[src/rtl/bit_stream_pkg.sv]
// Shared definitions for the bit-stream link: transmitter states, the default
// sync pattern (also used by the lock detector) and the line idle level.
package bit_stream_pkg;

    typedef enum logic [2:0] {
        IDLE,
        SYNC,
        DATA,
        PARITY,
        GAP
    } tx_state_t;

    localparam int SYNC_W_DEF = 4;
    localparam logic [SYNC_W_DEF-1:0] SYNC_PAT_DEF = 4'b1001;
    localparam logic LINE_IDLE = 1'b0;

endpackage

[src/rtl/bit_stream_tx_piso.sv]
// Parallel-in/serial-out shift register, MSB first. msb_next exposes the bit
// that will become the MSB after the next shift.
module bit_stream_piso
    import bit_stream_pkg::*;
#(
    parameter int DATA_W = 8
) (
    input  logic              clk,
    input  logic              rst_n,
    input  logic              load_en,
    input  logic              shift_en,
    input  logic [DATA_W-1:0] load_data,
    output logic              msb,
    output logic              msb_next
);

    logic [DATA_W-1:0] shift_reg;
    logic [DATA_W-1:0] shift_next;

    generate
        for (genvar gi = 0; gi < DATA_W; gi++) begin : g_bit
            if (gi == 0) begin : g_lsb
                assign shift_next[gi] = load_en  ? load_data[gi] :
                                        shift_en ? LINE_IDLE     : shift_reg[gi];
            end else begin : g_upper
                assign shift_next[gi] = load_en  ? load_data[gi]  :
                                        shift_en ? shift_reg[gi-1] : shift_reg[gi];
            end
        end
    endgenerate

    always_ff @(posedge clk or negedge rst_n) begin
        if (!rst_n) begin
            shift_reg <= '0;
        end else begin
            shift_reg <= shift_next;
        end
    end

    assign msb = shift_reg[DATA_W-1];

    generate
        if (DATA_W > 1) begin : g_next_wide
            assign msb_next = shift_reg[DATA_W-2];
        end else begin : g_next_single
            assign msb_next = LINE_IDLE;
        end
    endgenerate

endmodule

[src/rtl/bit_stream_tx.sv]
// Serial frame transmitter: sync pattern, then payload MSB first, then idle gap.
// Define BIT_STREAM_TX_PARITY_EN to append an even-parity bit after the payload.
module bit_stream_tx
    import bit_stream_pkg::*;
#(
    parameter int                DATA_W     = 8,
    parameter int                SYNC_W     = SYNC_W_DEF,
    parameter logic [SYNC_W-1:0] SYNC_PAT   = SYNC_PAT_DEF,
    parameter int                GAP_CYCLES = 2
) (
    input  logic              clk,
    input  logic              rst_n,
    input  logic [DATA_W-1:0] tx_data,
    input  logic              tx_valid,
    output logic              tx_ready,
    output logic              dout,
    output logic              dout_en,
    output logic              frame_done
);

    localparam int CNT_W = $clog2((SYNC_W > DATA_W) ? SYNC_W : DATA_W);
    localparam tx_state_t END_STATE = (GAP_CYCLES > 0) ? GAP : IDLE;
    localparam logic [3:0] GAP_LOAD = (GAP_CYCLES > 0) ? 4'(GAP_CYCLES - 1) : 4'd0;

    tx_state_t         state_reg, state_next;
    logic [CNT_W-1:0]  cnt_reg, cnt_next;
    logic [3:0]        gap_reg, gap_next;
    logic              dout_reg, dout_next;
    logic              dout_en_reg, dout_en_next;
    logic              done_reg, done_next;
    logic              load_en, shift_en;
    logic              piso_msb, piso_msb_next;
    logic [SYNC_W-1:0] sync_shift;
`ifdef BIT_STREAM_TX_PARITY_EN
    logic              parity_reg;
`endif

    bit_stream_piso #(
        .DATA_W(DATA_W)
    ) u_piso (
        .clk      (clk),
        .rst_n    (rst_n),
        .load_en  (load_en),
        .shift_en (shift_en),
        .load_data(tx_data),
        .msb      (piso_msb),
        .msb_next (piso_msb_next)
    );

    assign tx_ready   = (state_reg == IDLE);
    assign dout       = dout_reg;
    assign dout_en    = dout_en_reg;
    assign frame_done = done_reg;

    // state_reg names the bit currently on dout; the dout/dout_en/frame_done
    // registers are loaded with the values belonging to state_next.
    always_comb begin
        state_next   = state_reg;
        cnt_next     = cnt_reg;
        gap_next     = gap_reg;
        load_en      = 1'b0;
        shift_en     = 1'b0;
        dout_next    = LINE_IDLE;
        dout_en_next = 1'b0;
        done_next    = 1'b0;
        sync_shift   = '0;

        case (state_reg)
            IDLE: begin
                if (tx_valid && tx_ready) begin
                    load_en    = 1'b1;
                    state_next = SYNC;
                    cnt_next   = CNT_W'(SYNC_W - 1);
                end
            end
            SYNC: begin
                if (cnt_reg == '0) begin
                    state_next = DATA;
                    cnt_next   = CNT_W'(DATA_W - 1);
                end else begin
                    cnt_next = cnt_reg - CNT_W'(1);
                end
            end
            DATA: begin
                if (cnt_reg == '0) begin
`ifdef BIT_STREAM_TX_PARITY_EN
                    state_next = PARITY;
`else
                    state_next = END_STATE;
                    gap_next   = GAP_LOAD;
`endif
                end else begin
                    shift_en = 1'b1;
                    cnt_next = cnt_reg - CNT_W'(1);
                end
            end
`ifdef BIT_STREAM_TX_PARITY_EN
            PARITY: begin
                state_next = END_STATE;
                gap_next   = GAP_LOAD;
            end
`endif
            GAP: begin
                if (gap_reg == 4'd0) begin
                    state_next = IDLE;
                end else begin
                    gap_next = gap_reg - 4'd1;
                end
            end
            default: state_next = IDLE;
        endcase

        sync_shift = SYNC_PAT >> cnt_next;

        case (state_next)
            SYNC: begin
                dout_next    = sync_shift[0];
                dout_en_next = 1'b1;
            end
            DATA: begin
                // On entry from SYNC the MSB is still unshifted.
                dout_next    = (state_reg == DATA) ? piso_msb_next : piso_msb;
                dout_en_next = 1'b1;
`ifndef BIT_STREAM_TX_PARITY_EN
                done_next    = (cnt_next == '0);
`endif
            end
`ifdef BIT_STREAM_TX_PARITY_EN
            PARITY: begin
                dout_next    = parity_reg;
                dout_en_next = 1'b1;
                done_next    = 1'b1;
            end
`endif
            default: ;
        endcase
    end

    always_ff @(posedge clk or negedge rst_n) begin
        if (!rst_n) begin
            state_reg   <= IDLE;
            cnt_reg     <= '0;
            gap_reg     <= 4'd0;
            dout_reg    <= LINE_IDLE;
            dout_en_reg <= 1'b0;
            done_reg    <= 1'b0;
        end else begin
            state_reg   <= state_next;
            cnt_reg     <= cnt_next;
            gap_reg     <= gap_next;
            dout_reg    <= dout_next;
            dout_en_reg <= dout_en_next;
            done_reg    <= done_next;
        end
    end

`ifdef BIT_STREAM_TX_PARITY_EN
    always_ff @(posedge clk or negedge rst_n) begin
        if (!rst_n) begin
            parity_reg <= 1'b0;
        end else if (load_en) begin
            parity_reg <= ^tx_data;
        end
    end
`endif

endmodule

[config.mk]
export PLATFORM = sky130hd
export DESIGN_NAME = bit_stream_tx
export DESIGN_NICKNAME = d
export VERILOG_FILES = /design/src/rtl/bit_stream_pkg.sv /design/src/rtl/bit_stream_tx_piso.sv /design/src/rtl/bit_stream_tx.sv
export SDC_FILE = /design/constraint.sdc
export NUM_CORES = 1
export LEC_CHECK = 0
export CAP_MARGIN = 40
export CORE_UTILIZATION = 30
export CTS_BUF_LIST = sky130_fd_sc_hd__clkbuf_4
export DETAILED_ROUTE_END_ITERATION = 10
export PLACE_DENSITY = 0.54
export SLEW_MARGIN = 20
export SYNTH_ARGS = -nofsm -noshare
export SYNTH_HDL_FRONTEND = slang
export SYNTH_SLANG_ARGS = --single-unit
[constraint.sdc]
create_clock -name clk -period 3.6 [get_ports clk]
set_clock_uncertainty 0.15 [all_clocks]
set_input_delay 0.72 -clock clk [delete_from_list [all_inputs] [get_ports clk]]
set_output_delay 0.72 -clock clk [all_outputs]
set_load 0.02 [all_outputs]
## After elaboration in Yosys (flattened, before gate mapping)

Index checks and enable logic that the tools add are counted.

- Logic and storage cells: 62
- Bits in read-only memories: 0
- Memories: 0
- Output and inout port bits: 4
- Bits in writable memories: 0
- Flip-flop bits (word level): 21
- Latch bits: 0
- Bits of input ports: 11

- Shift-type cells: 1
- Bitwise logic cells: 0
- Div/mod/pow operators: 0
- Magnitude comparators: 0
- Multipliers: 0
- Mux-type cells: 36
- Add/subtract/negate cells: 2
- Reductions and logical operators: 9
- Equality and inequality tests: 7

Operators by type and width:

| kind | count |
|---|---|
| 1-bit two-way mux | 23 |
| 3-bit two-way mux | 7 |
| 3-bit one-hot mux with 4 select lines | 1 |
| 3-bit zero test | 3 |
| 3-bit one-hot mux with 3 select lines | 1 |
| 4-bit two-way mux | 2 |
| 4-bit one-hot mux with 2 select lines | 1 |
| 3-bit by 1-bit == test with 1-bit output (second input constant) | 2 |
| 3-bit by 2-bit == test with 1-bit output (second input constant) | 2 |
| 4-bit zero test | 1 |
| 2-bit != test (second input constant) | 2 |
| 2-bit nonzero test | 2 |
| 4-bit by 3-bit right shift with 1-bit output (first input constant) | 1 |
| 4-bit by 1-bit subtractor with 4-bit output (second input constant) | 1 |
| 3-bit == test (second input constant) | 1 |
| 3-bit AND reduction | 1 |
| 3-bit by 1-bit subtractor with 3-bit output (second input constant) | 1 |
| 1-bit one-hot mux with 2 select lines | 1 |
| 2-bit OR reduction | 1 |
| 1-bit logical AND | 1 |

## Longest topological paths before layout

- Word-level depth: 7
- Depth in mapped cells: 11
- Mapped depth without buffers: 11

## Modules after synthesis

From an unflattened synthesis, not the netlist that was laid out.

- Cell total of the unflattened synthesis: 114
- Area, all modules: 1138.6 sq um

By module, submodules not included:

| module | instances | cells each | area an instance (sq um) | seq. area each (sq um) |
|---|---|---|---|---|
| bit_stream_tx | 1 | 81 | 772.0 | 325.3 |
| bit_stream_piso | 1 | 33 | 366.6 | 200.2 |

## Worst setup path before layout

No wires, ideal clock.

- Path type: register -> register
- Start: reg cnt_reg[0]
- End: reg dout_reg, in the netlist dout
- Cell stages (with the launch flop): 12
- Required time: 3372 ps
- Period minus slack after synthesis: 2257 ps
- Path slack: 1343 ps
- Buffers on the path: 0
- Setup time: 78 ps
- Data arrival time: 2029 ps
- Cells stage by stage: dfrtp_1 -> inv_1 -> ha_1 -> nor2b_2 -> inv_1 -> ha_1 -> a211oi_1 -> a21oi_1 -> o21a_1 -> ha_1 -> nor2_1 -> o2bb2ai_1

- Cells in the longest elaborated chain, start to end: 5
- Elaborated cells on any way between the ends: 13
- Classes of those cells: add/sub: 1; eq/ne: 2; shift: 1; mux: 8; reduce/logical: 1

RTL lines:

| item | line | text |
|---|---|---|
| start, declared | bit_stream_tx.sv:26 | `logic [CNT_W-1:0] cnt_reg, cnt_next;` |
| start signal, assigned | bit_stream_tx.sv:149 | `cnt_reg <= cnt_next;` |
| 3-bit by 1-bit subtractor with 3-bit output or 3-bit zero test (tied branches) | - |  |
| 3-bit two-way mux (on tied branches) | bit_stream_tx.sv:85, bit_stream_tx.sv:77 |  |
| 3-bit one-hot mux with 3 select lines or 3-bit one-hot mux with 4 select lines (tied branches) | bit_stream_tx.sv:68 | `case (state_reg)` |
| 4-bit by 3-bit right shift with 1-bit output, or another cell as far along | bit_stream_tx.sv:113 | `sync_shift = SYNC_PAT >> cnt_next;` |
| 1-bit one-hot mux with 2 select lines * | bit_stream_tx.sv:115 | `case (state_next)` |
| named net dout_next | bit_stream_tx.sv:28 | `logic dout_reg, dout_next;` |
| end signal, assigned | bit_stream_tx.sv:151 | `dout_reg <= dout_next;` |
| end, declared | bit_stream_tx.sv:28 |  |

The timed path passes the listed nets; every way through them passes the cells marked *.
A chain may end at the register's enable or synchronous reset.

## Worst setup path after layout

- Start: reg state_reg[2]
- End: out tx_ready

- Cells in the longest elaborated chain, start to end: 1

RTL lines:

| item | line | text |
|---|---|---|
| start, declared | bit_stream_tx.sv:25 | `tx_state_t state_reg, state_next;` |
| start signal, assigned | bit_stream_tx.sv:148 | `state_reg <= state_next;` |
| 3-bit zero test | bit_stream_tx.sv:50 | `assign tx_ready = (state_reg == IDLE);` |
| end, declared | bit_stream_tx.sv:15 | `output logic tx_ready,` |

Every way passes these cells.

==> qor.tcl <==
set qor(postSynth.asyncResetShare_pct) 100
set qor(final-max-slew-violation-count) 0
set qor(via_count) 807
set qor(timing.critical_path.max_delay_family) {buffers and inverters}
set qor(drv_cap) 0
set qor(most-common-layout-cells) {dfrtp_1 (21), nand2_1 (19), clkdlybuf4s50_1 (14), mux2i_1 (12), o21ai_0 (10)}
set qor(post-route-min-period_ps) 2690
set qor(syn_nets) 129
set qor(hold_buffers) 0
set qor(synth_area_leader_cell) {dfrtp_1}
set qor(design.core.area_sq_mm) 0.00347
set qor(drc_errors) 0
set qor(grt_max_degree) 18
set qor(fp.dieArea_sq_mm) 0.00402
set qor(numPortBuffers) 14
set qor(crit_type) {reg2out}
set qor(arrival_ps) 1820
set qor(ys_ff_latch) 21
set qor(area_delta_synth_final_pct) 18.7
set qor(drt-total-wl_mm) 2.05
set qor(outcome) {completed}
set qor(initial_utilization_pct) 32.6
set qor(synth_area_per_cell_sq_um) 10.0
set qor(final_layout_size_suffix_gt1_share_pct) 8.66
set qor(cp_slowest_cell) {clkdlybuf4s50_1}
set qor(worst_slew_margin_rel_pct) 62.1
set qor(worst_slew_pin_slew_ps) 566
set qor(synth.lib_cells_used.distinct) 30
set qor(die_y_microns) 63.4
set qor(postSynthCellCount) 113
set qor(grt-ovfl-total) 0
set qor(timing.critical_path.fanout_max) 11
set qor(largest_reg_flops) 8
set qor(post-cts-setup-buffers) 0
set qor(grt_pass1_wl_mm) 3.64
set qor(std_cell_rows) 21
set qor(hold_violations) 0
set qor(ir_drop_worst_vdd_uv) 211
set qor(ys_top_cells_by_area) {dfrtp_1 (46%), mux2i_1 (11%), nand2_1 (6.3%)}
set qor(period_share_pct) 74.8
set qor(fmax_mhz) 371
set qor(grt_antenna_before_repair) 0
set qor(detailedRoute.firstPassIterationCount) 4
set qor(final_net_count) 144
set qor(post_cts.resized_instances) 0
set qor(critical_path_required_ps) 2730
set qor(routed_wire_length_per_instance_microns) 11.8
set qor(synth_top_cell_area_share_pct) 46.5
set qor(pwr_density_mw_per_mm2) 730
set qor(synth_area_sq_mm) 0.00113
set qor(final_core_utilization_pct) 38.7
set qor(ant_nets) 0
set qor(ys_warn_count) 0
set qor(gp_congestion) 0.788
set qor(cts-buffers-inserted) 3
set qor(critPathLaunchType) {flip-flop}
set qor(hold_path.class) {reg2reg}
set qor(design.portCount) 15
set qor(crit_path_cell_trace) {nor3_1 > clkdlybuf4s50_1}
set qor(fin_tns_setup_ps) 0
set qor(final-setup-viol-count) 0
set qor(synth_edf_count) 0
set qor(die-width_microns) 63.4
set qor(critPathBufInv) 1
set qor(dr.first_iter.drc_count) 26
set qor(worst_setup_hold_path_clk_slew_ps) 100
set qor(clk-insertion-delay-late_ps) 300
set qor(tritoncts_num_sinks) 21
set qor(yosysSeqAreaShare_pct) 46.5
set qor(htreeDepth) 1
set qor(via_per_inst) 4.66
set qor(cts_max_path_buffers) 2
set qor(worst_setup_path_end_kind) {output pin}
set qor(grt.total_usage_pct) 11.8
set qor(worst_slack_ps) 907
set qor(count_of_antenna_diodes_in_the_layout) 0
set qor(most_common_cell_after_layout_fill_and_taps_aside) {dfrtp_1}
set qor(synth_ff_type) {dfrtp_1}
set qor(tritoncts) {done}
set qor(grt_pass1_vias) 800
set qor(place_hpwl_mm) 1.61
set qor(cellLeakagePower_nw) 0.660
set qor(critical-path-max-stage-delay_ps) 660
set qor(dpl_worst_slack_ps) 893
set qor(root_buffer) {clkbuf_4}
set qor(grt_setup_unrepaired) {false}
kinds of logic after synthesis:
family,share of synthesized area (%)
buffers and inverters,6.08
and+or+nand+nor,16.4
AOI/OAI and AO/OA,13.9
DFF,46.5
muxes,11.6
adders and majority gates,5.53
per-layer routing:
metal  part of all wire (%)  track usage, %
met5                      0               0
met4                   0.68            5.97
met2                     49            18.8
met3                    3.5            1.63
met1                     47            15.4
path summary, 6_finish.rpt:
kind | startpoint | endpoint | slack [ps] | depth (start not counted)
worst max register to register | cnt_reg[0] | dout | 1050 | 11
min in group asynchronous | rst_n | cnt_reg[2] | 620 | 1
worst min register to register | gap_reg[3] | gap_reg[3] | 340 | 1
worst max-delay path | state_reg[2] | tx_ready | 910 | 2
worst min-delay path | gap_reg[3] | gap_reg[3] | 340 | 1
max in group asynchronous | rst_n | u_piso.shift_reg[4] | 2200 | 2
Yosys cell counts, types with 2 or more instances:
cell and count:
and2_1 2, o31ai_1 2, inv_1 9, nor3_1 4, a21oi_1 3, nor2b_1 2
buf_4 3, nand2_1 19, mux2i_1 12, dfrtp_1 21, ha_1 5, nor2_1 4
o21ai_0 10
per-stage QoR:
step / power [mW] / hold WS [ps] / instances / instance area, sq um
after floorplan: 0.749 / 274 / 113 / 1130
after global placement: 0.854 / 312 / 168 / 1300
after detailed placement: 0.878 / 330 / 169 / 1310
after CTS: 0.998 / 346 / 173 / 1340
after global routing: 1.09 / 358 / 173 / 1340
final: 0.980 / 337 / 173 / 1340
area by class of cell:
cell class / count / area [sq um]
fillers: 364 / 2130
multi-input cells: 77 / 537
flip-flops and latches: 21 / 526
repair buffers: 15 / 155
well taps: 46 / 57.6
inverters: 10 / 37.5
clock buffers: 4 / 30.0
where the power goes:
group	internal, mW	total [mW]	switching [mW]	leakage (nW)
clock	0.0506	0.117	0.0661	0.0184
sequential	0.325	0.397	0.0719	0.263
combinational	0.224	0.466	0.242	0.379
Note: power is estimated with default switching activity, not from simulation.
